==> src/rtl/sdram_write_pkg.sv <==
// sdram_write_pkg: widths, timings, command encodings and FSM states shared by the write path
package sdram_write_pkg;
  localparam int ADDR_BITS = 12;
  localparam int BA_BITS   = 2;
  localparam int DQ_BITS   = 16;
  localparam int ROW_BITS  = 12;
  localparam int COL_BITS  = 8;
  localparam int TMR_BITS  = 3;
  localparam int T_RCD     = 3;
  localparam int T_RP      = 3;
  localparam int T_WR      = 2;
  localparam logic [3:0] CMD_NOP   = 4'b0111;
  localparam logic [3:0] CMD_ACT   = 4'b0011;
  localparam logic [3:0] CMD_WRITE = 4'b0100;
  localparam logic [3:0] CMD_PRE   = 4'b0010;
  typedef enum logic [2:0] {WR_IDLE, WR_REQ, WR_ACT, WR_WRITE, WR_TWR, WR_PRE} wr_state_e;
endpackage

==> src/rtl/sdram_write_if.sv <==
// sdram_write_if: arbiter, refresh, write-FIFO and SDRAM pin signals of the write engine
interface sdram_write_if;
  import sdram_write_pkg::*;
  logic                 wr_trig;
  logic                 aref_req;
  logic                 wr_en;
  logic [ADDR_BITS-1:0] wr_addr;
  logic [DQ_BITS-1:0]   wfifo_data;
  logic                 wr_req;
  logic [3:0]           wr_cmd;
  logic [ADDR_BITS-1:0] addr_out;
  logic [BA_BITS-1:0]   ba_out;
  logic                 go_aref;
  logic                 wr_done_all;
  logic                 wfifo_rd_en;
  logic [DQ_BITS-1:0]   dq_out;
  logic                 dq_oe;
  modport master (
    input  wr_trig, aref_req, wr_en, wr_addr, wfifo_data,
    output wr_req, wr_cmd, addr_out, ba_out, go_aref, wr_done_all, wfifo_rd_en, dq_out, dq_oe
  );
  modport slave (
    output wr_trig, aref_req, wr_en, wr_addr, wfifo_data,
    input  wr_req, wr_cmd, addr_out, ba_out, go_aref, wr_done_all, wfifo_rd_en, dq_out, dq_oe
  );
endinterface

==> src/rtl/sdram_phase_timer.sv <==
// sdram_phase_timer: counts while enabled, clears on exit, flags the programmed terminal count
module sdram_phase_timer #(
  parameter int W    = 3,
  parameter int TERM = 3
) (
  input  logic         sdram_clk,
  input  logic         rst_n,
  input  logic         en_i,
  output logic [W-1:0] cnt_o,
  output logic         done_o
);
  logic [W-1:0] cnt_q, cnt_d;
  assign done_o = en_i && cnt_q == W'(TERM);
  assign cnt_d  = (en_i && !done_o) ? cnt_q + 1'b1 : '0;
  assign cnt_o  = cnt_q;
  // phase counter register
  always_ff @(posedge sdram_clk or negedge rst_n)
    if (!rst_n) cnt_q <= '0;
    else        cnt_q <= cnt_d;
endmodule

==> src/rtl/sdram_write.sv <==
// sdram_write: SDRAM write-path engine, row-by-row BL4 bursts with refresh suspension
module sdram_write
  import sdram_write_pkg::*;
#(
  parameter int COL_ADDR_MAX = 3,
  parameter int ROW_MAX      = 0
) (
  input logic          sdram_clk,
  input logic          rst_n,
  sdram_write_if.master bus
);
  wr_state_e            state_q, state_d;
  logic [1:0]           burst_q, burst_d;
  logic [COL_BITS-3:0]  col_q, col_d;
  logic [ROW_BITS-1:0]  row_q, row_d, addr_row_q, addr_row_d;
  logic                 aref_q, aref_d, row_end_q, row_end_d, last_q, last_d, go_aref_q, go_aref_d;
  logic [TMR_BITS-1:0]  act_cnt, twr_cnt, pre_cnt;
  logic                 act_done, twr_done, pre_done, burst_done, col_done, twr_unused;
  logic [COL_BITS-1:0]  addr_col;

  sdram_phase_timer #(.W(TMR_BITS), .TERM(T_RCD)) u_act (
    .sdram_clk(sdram_clk), .rst_n(rst_n), .en_i(state_q == WR_ACT), .cnt_o(act_cnt), .done_o(act_done));
  sdram_phase_timer #(.W(TMR_BITS), .TERM(T_WR - 1)) u_twr (
    .sdram_clk(sdram_clk), .rst_n(rst_n), .en_i(state_q == WR_TWR), .cnt_o(twr_cnt), .done_o(twr_done));
  sdram_phase_timer #(.W(TMR_BITS), .TERM(T_RP)) u_pre (
    .sdram_clk(sdram_clk), .rst_n(rst_n), .en_i(state_q == WR_PRE), .cnt_o(pre_cnt), .done_o(pre_done));

  assign twr_unused = ^twr_cnt;
  assign addr_col   = {col_q, burst_q};
  assign burst_done = state_q == WR_WRITE && burst_q == 2'd3;
  assign col_done   = state_q == WR_WRITE && addr_col == COL_BITS'(COL_ADDR_MAX);

  // next state; a row end takes priority over a pending refresh at the same burst boundary
  always_comb begin
    state_d   = state_q;
    go_aref_d = 1'b0;
    case (state_q)
      WR_IDLE:  state_d = bus.wr_trig ? WR_REQ : WR_IDLE;
      WR_REQ:   state_d = bus.wr_en ? WR_ACT : WR_REQ;
      WR_ACT:   state_d = act_done ? WR_WRITE : WR_ACT;
      WR_WRITE: state_d = (col_done || (burst_done && aref_q)) ? WR_TWR : WR_WRITE;
      WR_TWR: if (twr_done) begin
        state_d   = row_end_q ? WR_PRE : WR_REQ;
        go_aref_d = !row_end_q;
      end
      WR_PRE: if (pre_done) begin
        state_d   = last_q ? WR_IDLE : aref_q ? WR_REQ : WR_ACT;
        go_aref_d = !last_q && aref_q;
      end
      default:  state_d = WR_IDLE;
    endcase
  end

  // counters and job flags; column position survives a refresh suspend
  always_comb begin
    burst_d    = state_q == WR_WRITE ? burst_q + 2'd1 : '0;
    col_d      = (state_q == WR_IDLE || col_done) ? '0 : burst_done ? col_q + 1'b1 : col_q;
    row_d      = state_q == WR_IDLE ? '0 : (state_q == WR_TWR && twr_done && row_end_q) ? row_q + 1'b1 : row_q;
    addr_row_d = state_q == WR_REQ ? bus.wr_addr : addr_row_q;
    aref_d     = state_q == WR_IDLE ? 1'b0 : bus.aref_req ? 1'b1 : act_done ? 1'b0 : aref_q;
    row_end_d  = (state_q == WR_WRITE && state_d == WR_TWR) ? col_done : row_end_q;
    last_d     = col_done ? row_q == ROW_BITS'(ROW_MAX) : state_q == WR_IDLE ? 1'b0 : last_q;
  end

  // state and datapath registers
  always_ff @(posedge sdram_clk or negedge rst_n)
    if (!rst_n) begin
      state_q    <= WR_IDLE;
      burst_q    <= '0;
      col_q      <= '0;
      row_q      <= '0;
      addr_row_q <= '0;
      aref_q     <= 1'b0;
      row_end_q  <= 1'b0;
      last_q     <= 1'b0;
      go_aref_q  <= 1'b0;
    end else begin
      state_q    <= state_d;
      burst_q    <= burst_d;
      col_q      <= col_d;
      row_q      <= row_d;
      addr_row_q <= addr_row_d;
      aref_q     <= aref_d;
      row_end_q  <= row_end_d;
      last_q     <= last_d;
      go_aref_q  <= go_aref_d;
    end

  assign bus.wr_req      = state_q == WR_REQ;
  assign bus.wr_cmd      = (state_q == WR_ACT && act_cnt == '0)   ? CMD_ACT :
                           (state_q == WR_WRITE && burst_q == '0) ? CMD_WRITE :
                           (state_q == WR_PRE && pre_cnt == '0)   ? CMD_PRE : CMD_NOP;
  assign bus.addr_out    = state_q == WR_ACT   ? addr_row_q + row_q :
                           state_q == WR_WRITE ? ADDR_BITS'(addr_col) :
                           state_q == WR_PRE   ? ADDR_BITS'(12'h400) : '0;
  assign bus.ba_out      = '0;
  assign bus.go_aref     = go_aref_q;
  assign bus.wr_done_all = pre_done && last_q;
  assign bus.wfifo_rd_en = act_done || (state_q == WR_WRITE && state_d == WR_WRITE);
  assign bus.dq_out      = bus.wfifo_data;
  assign bus.dq_oe       = state_q == WR_WRITE;
endmodule

==> src/flat_wrapper.sv <==
// flat-port wrapper written by rule: the top's interface ports become plain ports
module sdram_write_flat import sdram_write_pkg::*;
#(
  parameter int COL_ADDR_MAX = 3,
  parameter int ROW_MAX      = 0
)
  (sdram_clk, rst_n, bus_wr_trig, bus_aref_req, bus_wr_en, bus_wr_addr, bus_wfifo_data, bus_wr_req, bus_wr_cmd, bus_addr_out, bus_ba_out, bus_go_aref, bus_wr_done_all, bus_wfifo_rd_en, bus_dq_out, bus_dq_oe);
  sdram_write_if bus_i ();
  input logic sdram_clk;
  input logic rst_n;
  input wire logic [$bits(bus_i.wr_trig)-1:0] bus_wr_trig;
  input wire logic [$bits(bus_i.aref_req)-1:0] bus_aref_req;
  input wire logic [$bits(bus_i.wr_en)-1:0] bus_wr_en;
  input wire logic [$bits(bus_i.wr_addr)-1:0] bus_wr_addr;
  input wire logic [$bits(bus_i.wfifo_data)-1:0] bus_wfifo_data;
  output wire logic [$bits(bus_i.wr_req)-1:0] bus_wr_req;
  output wire logic [$bits(bus_i.wr_cmd)-1:0] bus_wr_cmd;
  output wire logic [$bits(bus_i.addr_out)-1:0] bus_addr_out;
  output wire logic [$bits(bus_i.ba_out)-1:0] bus_ba_out;
  output wire logic [$bits(bus_i.go_aref)-1:0] bus_go_aref;
  output wire logic [$bits(bus_i.wr_done_all)-1:0] bus_wr_done_all;
  output wire logic [$bits(bus_i.wfifo_rd_en)-1:0] bus_wfifo_rd_en;
  output wire logic [$bits(bus_i.dq_out)-1:0] bus_dq_out;
  output wire logic [$bits(bus_i.dq_oe)-1:0] bus_dq_oe;
  assign bus_i.wr_trig = bus_wr_trig;
  assign bus_i.aref_req = bus_aref_req;
  assign bus_i.wr_en = bus_wr_en;
  assign bus_i.wr_addr = bus_wr_addr;
  assign bus_i.wfifo_data = bus_wfifo_data;
  assign bus_wr_req = bus_i.wr_req;
  assign bus_wr_cmd = bus_i.wr_cmd;
  assign bus_addr_out = bus_i.addr_out;
  assign bus_ba_out = bus_i.ba_out;
  assign bus_go_aref = bus_i.go_aref;
  assign bus_wr_done_all = bus_i.wr_done_all;
  assign bus_wfifo_rd_en = bus_i.wfifo_rd_en;
  assign bus_dq_out = bus_i.dq_out;
  assign bus_dq_oe = bus_i.dq_oe;
  sdram_write #(.COL_ADDR_MAX(COL_ADDR_MAX), .ROW_MAX(ROW_MAX)) u_core (.sdram_clk(sdram_clk), .rst_n(rst_n), .bus(bus_i));
endmodule
==> config.mk <==
export PLATFORM = sky130hd
export DESIGN_NAME = sdram_write_flat
export DESIGN_NICKNAME = d
export VERILOG_FILES = /design/src/rtl/sdram_write_pkg.sv /design/src/rtl/sdram_write_if.sv /design/src/rtl/sdram_phase_timer.sv /design/src/rtl/sdram_write.sv /design/src/flat_wrapper.sv
export SDC_FILE = /design/constraint.sdc
export NUM_CORES = 1
export LEC_CHECK = 0
export BUFFER_PORTS_ARGS = -buffer_cell sky130_fd_sc_hd__buf_2
export CORE_MARGIN = 1.5
export CORE_UTILIZATION = 45
export CTS_BUF_LIST = sky130_fd_sc_hd__clkbuf_8
export DETAILED_ROUTE_END_ITERATION = 8
export MAX_ROUTING_LAYER = met4
export PLACE_DENSITY = 0.75
export SLEW_MARGIN = 25
export SYNTH_ARGS = -nofsm -noshare
export SYNTH_HDL_FRONTEND = slang
export SYNTH_HIERARCHICAL = 1
export SYNTH_SLANG_ARGS = --single-unit
==> constraint.sdc <==
create_clock -name sdram_clk -period 2.1 [get_ports sdram_clk]
set_input_delay 0 -clock sdram_clk [delete_from_list [all_inputs] [get_ports sdram_clk]]
set_output_delay 0 -clock sdram_clk [all_outputs]
set_load 0.02 [all_outputs]
Word-level counts from Yosys, hierarchy flattened

Index checks and enable logic that the tools add are counted.

Bits in registers: 48
Input bits: 33
Logic and storage cells: 98

Add/sub/neg operators: 7
Equal/unequal tests: 12
Multiplexer cells: 32
Reductions and logical operators: 35

Operator list:

| operator              | number |
|---|---|
| $mux 12               | 4 |
| $mux 3                | 9 |
| $logic_and 1x1->1     | 18 |
| $pmux 3 s6            | 1 |
| $eq 3x2->1 const B    | 5 |
| $add 12x1->12 const B | 1 |
| $add 12x12->12        | 1 |
| $logic_not 12->1      | 1 |
| $mux 6                | 2 |
| $mux 11               | 1 |
| $add 3x1->3 const B   | 3 |
| $eq 3x3->1 const B    | 3 |
| $logic_not 3->1       | 3 |
| $mux 1                | 9 |
| $eq 8x2->1 const B    | 1 |
| $mux 4                | 2 |
| $add 6x1->6 const B   | 1 |
| $eq 3x1->1 const B    | 2 |
| $mux 2                | 3 |
| $reduce_bool 2->1     | 3 |
| $logic_not 1->1       | 5 |
| $logic_or 1x1->1      | 3 |
| $reduce_bool 3->1     | 1 |
| $add 2x1->2 const B   | 1 |
| other kinds (3)       | 3 |

Longest topological paths before layout

Word-level depth: 9
Mapped depth: 10

Modules after synthesis

Netlist, hierarchy kept.

Modules (own cells, without submodules):

| module                                | instances | cells an instance | area an instance (µm²) | sequential area each (µm²) |
|---|---|---|---|---|
| sdram_write                           | 1         | 302               | 2777.7                 | 975.9 |
| sdram_phase_timer at u_core.u_act ... | 2         | 10                | 135.1                  | 75.1 |
| sdram_phase_timer at u_core.u_twr     | 1         | 13                | 172.7                  | 75.1 |

Worst setup path after synthesis

Ideal clock, no wire load.

Path kind: flip-flop to flip-flop
Start point: register u_core.state_q[1]
End point: register u_core.row_q[6]
Setup time: 120 ps
Data arrival time: 2209 ps
Data required time: 1980 ps
Slack: -229 ps
Stages on the path, launching flop included: 11
Path buffers: 2
Clock period less this slack: 2329 ps
Cell sequence: dfrtp_1 > buf_6 > or2_1 > buf_6 > nor2_1 > and2_1 > nand2_1 > a2111oi_4 > nand3_1 > xor2_1 > nor2_2

Longest elaborated chain between the ends: 5

Ends and longest elaborated chain:

| what                            | RTL line                | RTL |
|---|---|---|
| start: declaration              | sdram_write.sv:12       | `wr_state_e state_q, state_d;` |
| start signal: assignment        | sdram_write.sv:78       | `state_q <= state_d;` |
| $eq 3x3->1                      | sdram_write.sv:24       | `.sdram_clk(sdram_clk), .rst_n(rst_n), .en_i(state_q == WR_TWR), .cnt_o(twr_cnt), .done_o(twr_done));` |
| $logic_and 1x1->1               | sdram_phase_timer.sv:13 | `assign done_o = en_i && cnt_q == W'(TERM);` |
| named net u_core.twr_done       | sdram_write.sv:18       | `logic act_done, twr_done, pre_done, burst_done, col_done, twr_unused;` |
| $logic_and 1x1->1 (2 in series) | sdram_write.sv:58       | `row_d = state_q == WR_IDLE ? '0 : (state_q == WR_TWR && twr_done && row_end_q) ? row_q + 1'b1 : row_q;` |
| $reduce_bool 2->1 (no line)     | --                      |  |
| end signal: assignment          | sdram_write.sv:81       | `row_q <= row_d;` |
| end: declaration                | sdram_write.sv:15       | `logic [ROW_BITS-1:0] row_q, row_d, addr_row_q, addr_row_d;` |

The timed path passes the listed nets, and every way through them passes these cells.
A chain may end at the register's enable or synchronous reset.

Worst setup path in the final report

Start point: register u_core.row_q[0]
End point: output bus_addr_out[10]

Longest elaborated chain between the ends: 2

Ends and longest elaborated chain:

| what             | RTL line           | RTL |
|---|---|---|
| $add 12x12->12   | sdram_write.sv:93  | `assign bus.addr_out = state_q == WR_ACT ? addr_row_q + row_q :` |
| $mux 12          | sdram_write.sv:93  |  |
| end: declaration | flat_wrapper.sv:18 | `output wire logic [$bits(bus_i.addr_out)-1:0] bus_addr_out;` |

No other way between the ends.

==> flow_metrics.tcl <==
set metrics [dict create \
    crit_path_start_kind "register" \
    first_pass_iters 4 \
    utilization 0.601 \
    via_count 2709 \
    switching_share 0.427 \
    synth.cells.most_frequent "48 x dfrtp_1, 28 x nor2_1, 26 x nand2_1, 23 x ha_1" \
    seq_area_frac_synth 0.373 \
    post-route-period-util 1.12 \
    viasPerCell 5.39 \
    post-route-min-period_ns 2.34 \
    finalMaxSlewViolations 0 \
    clkTransAtPathRegs_ns 0.08 \
    design.core.area_sq_mm 0.00687 \
    cts_max_level 2 \
    dp.cells 465 \
    drt-wirelength-per-cell_microns 15.8 \
    syn_area_per_cell_sq_um 9.61 \
    p_comb_frac 0.519 \
    netlist_area_sq_mm 0.00322 \
    ys_warn_count 6 \
    total_power_mw 3.86 \
    cp.arrival_ns 2.34 \
    synthTopCellsByArea "dfrtp_1 37%, ha_1 8.9%, buf_4 4.7%, mux2_2 4.2%, xor2_1 4.1%" \
    maxCapViolations 0 \
    synthArstFlopShare 1.00 \
    grt_pass1_vias 2539 \
    routabilityCongestion 0.900 \
    drt_iter0_markers 215 \
    slew_headroom 0.584 \
    seq_power_share 0.329 \
    die_x_microns 87.6 \
    synth_area_leader_cell "dfrtp_1" \
    worstPathRequired_ns 2.10 \
    final-hold-violation-count 0 \
    critPathKind "register to primary output" \
    clock_path_buffers 2 \
    status "complete, but fails checks" \
    clockPowerShare 0.151 \
    worstMarginPinSlew_ns 0.623 \
    power_switching_mw 1.65 \
    hold_class "primary input to primary output" \
    grt_max_degree 49 \
    num_antenna_cells 0 \
    leakagePower_nw 1.88 \
    end_kind "primary output" \
    dp_hpwl_microns 5400 \
    internal-power_mw 2.21 \
    synth_edf_count 0 \
    die_area_sq_mm 0.00767 \
    totalWireLength_microns 7950 \
    synth_top_area_frac 0.373 \
    clock-sinks 48 \
    cts_tree "built" \
    power_density_mw_per_mm2 936 \
    grt_usage 0.212 \
    final_cells 503 \
    ys_ff_latch 48 \
    synthesis.instances 335 \
    io_buffers 36 \
    pre_cts_slack_ns -0.0176 \
    grt-ovfl-total 0 \
    max_freq_mhz 427 \
    drive_above_1_share 0.351 \
    area_delta_synth_final_pct 28.1 \
    setup_violations 7 \
    worst_slack_ns -0.243 \
    drtAntennaViolNets 0 \
    violations "negative setup slack" \
    grt_first_pass_wirelength_microns 12400 \
    fin_skew_ns 0.0123 \
    synth_flop_cell "dfrtp_1" \
    peakVddDrop_v 0.000348 \
    nets 463 \
    critPathMaxFanout 2 \
    die_y_microns 87.6 \
    synth_cell_types 56 \
    antenna_found_initial 0 \
    start_util 0.469 \
    drc 0 \
    clock_latency_ns 0.31 \
    row_count 30 \
    rsz0062_at_grt "true" \
    ios 72 \
    cts_buffers 5 \
    cts_root_buf "clkbuf_8" \
    hold_ws_ns 0.00000881 \
    yosysMostFrequentCell "dfrtp_1" \
]
cells by family (layout without fill, tap and decap cells):
kind of cell	after synthesis	count (layout)	synth area share
AND/OR/NAND/NOR	119	119	0.198
AO/OA/AOI/OAI	62	62	0.145
flip-flops	48	48	0.373
buffers and inverters	46	116	0.0824
adder cells (fa/ha/maj)	24	24	0.0956
XOR/XNOR	21	21	0.0571
multiplexers	14	14	0.0482
other	1	3	0.00116
worst max-delay path, stage by stage (launching register included):
cell and delay, ns:
dfrtp_1 0.39, ha_2 0.21, inv_2 0.04, fa_2 0.36
nor2b_4 0.15, o31ai_4 0.08, a2111oi_4 0.34, nor3_2 0.08
o31ai_2 0.20, buf_4 0.18
cell type report:
class,count,area [sq um]
Clock buffer,6,82.6
Clock inverter,2,11.3
Fill cell,582,2740
Inverter,21,78.8
Multi-Input combinational cell,243,2000
Sequential cell,48,1200
Tap cell,96,120
Timing Repair Buffer,87,634
what timing repair did:
| action | CTS | global route |
|---|---|---|
| hold buffers | 14 | 0 |
| buffers inserted | 2 | 16 |
| hold endpoints to repair | 61 | 0 |
| gates resized for setup | 22 | 37 |
| setup endpoints to repair | 9 | 18 |
| pin swaps | 7 | 21 |
path summary, 6_finish.rpt:
kind	start	to	slack [ns]	depth (start not counted)
hold / removal	bus_wfifo_data[8]	bus_dq_out[8]	0.000009	0
hold reg to reg	u_core/u_act/cnt_o[0]	u_core/u_act/cnt_o[0]	0.47	1
setup reg to reg	u_core/state_q[0]	u_core/row_q[6]	0.13	8
setup / recovery	u_core/row_q[0]	bus_addr_out[10]	-0.24	9
min in group asynchronous	rst_n	u_core/addr_row_q[7]	0.30	3
max in group asynchronous	rst_n	u_core/col_q[2]	1.32	3
registers in the layout (all words and copies together), names as in the netlist:
register            cells
u_core/state_q          3
u_core/u_pre/cnt_o      3
u_core/u_act/cnt_o      3
u_core/bus.go_aref      1
u_core/burst_q          2
u_core/col_q            6
u_core/row_q           12
u_core/u_twr/cnt_o      3
u_core/row_end_q        1
u_core/last_q           1
u_core/addr_row_q      12
u_core/aref_q           1
layout by cell type, fill, tap and decap left out, drive strengths merged, types with 2 or more instances in the layout:
cell	synthesis	final
buf	24	73
o31ai	3	3
nor3b	8	8
a22o	4	4
and4	2	2
a32o	2	2
dfrtp	48	48
nand4	6	6
dlygate4sd3	0	14
clkbuf	1	6
nor2b	2	2
a211oi	3	3
o21a	6	6
nor4	3	3
or2	2	2
nand2	27	27
ha	23	23
and2	8	8
mux2	12	12
mux2i	2	2
a21oi	11	11
inv	21	22
a21o	3	3
xor2	15	15
and3	3	3
nand3	8	8
nor3	13	13
and3b	2	2
a2111oi	4	4
a31oi	3	3
xnor2	6	6
nor2	31	31
conb	1	3
o21bai	2	2
o21ai	17	17
power by group through the flow:
stage / logic, mW / clock network (mW) / registers (mW)
after floorplan: 1.30 / 0 / 1.23
after global placement: 1.72 / 0 / 1.26
after detailed placement: 1.75 / 0 / 1.26
after CTS: 1.84 / 0.607 / 1.24
after global routing: 2.19 / 0.637 / 1.29
final: 2.01 / 0.585 / 1.27
per-stage QoR:
step / instance area, sq um / TNS, ns
after floorplan: 3250 / -0.00150
after global placement: 3520 / 0
after detailed placement: 3520 / -0.0176
after CTS: 3830 / -0.822
after global routing: 4130 / -1.50
final: 4130 / -0.899
routing by layer:
layer  share of wire  vias up  track usage
met5               0        -            -
met1            0.45     1324        0.288
met3           0.036       15       0.0245
met2            0.50       68        0.336
li1                -     1302            -
met4           0.017        0       0.0635
Note: power is estimated with default switching activity, not from simulation.
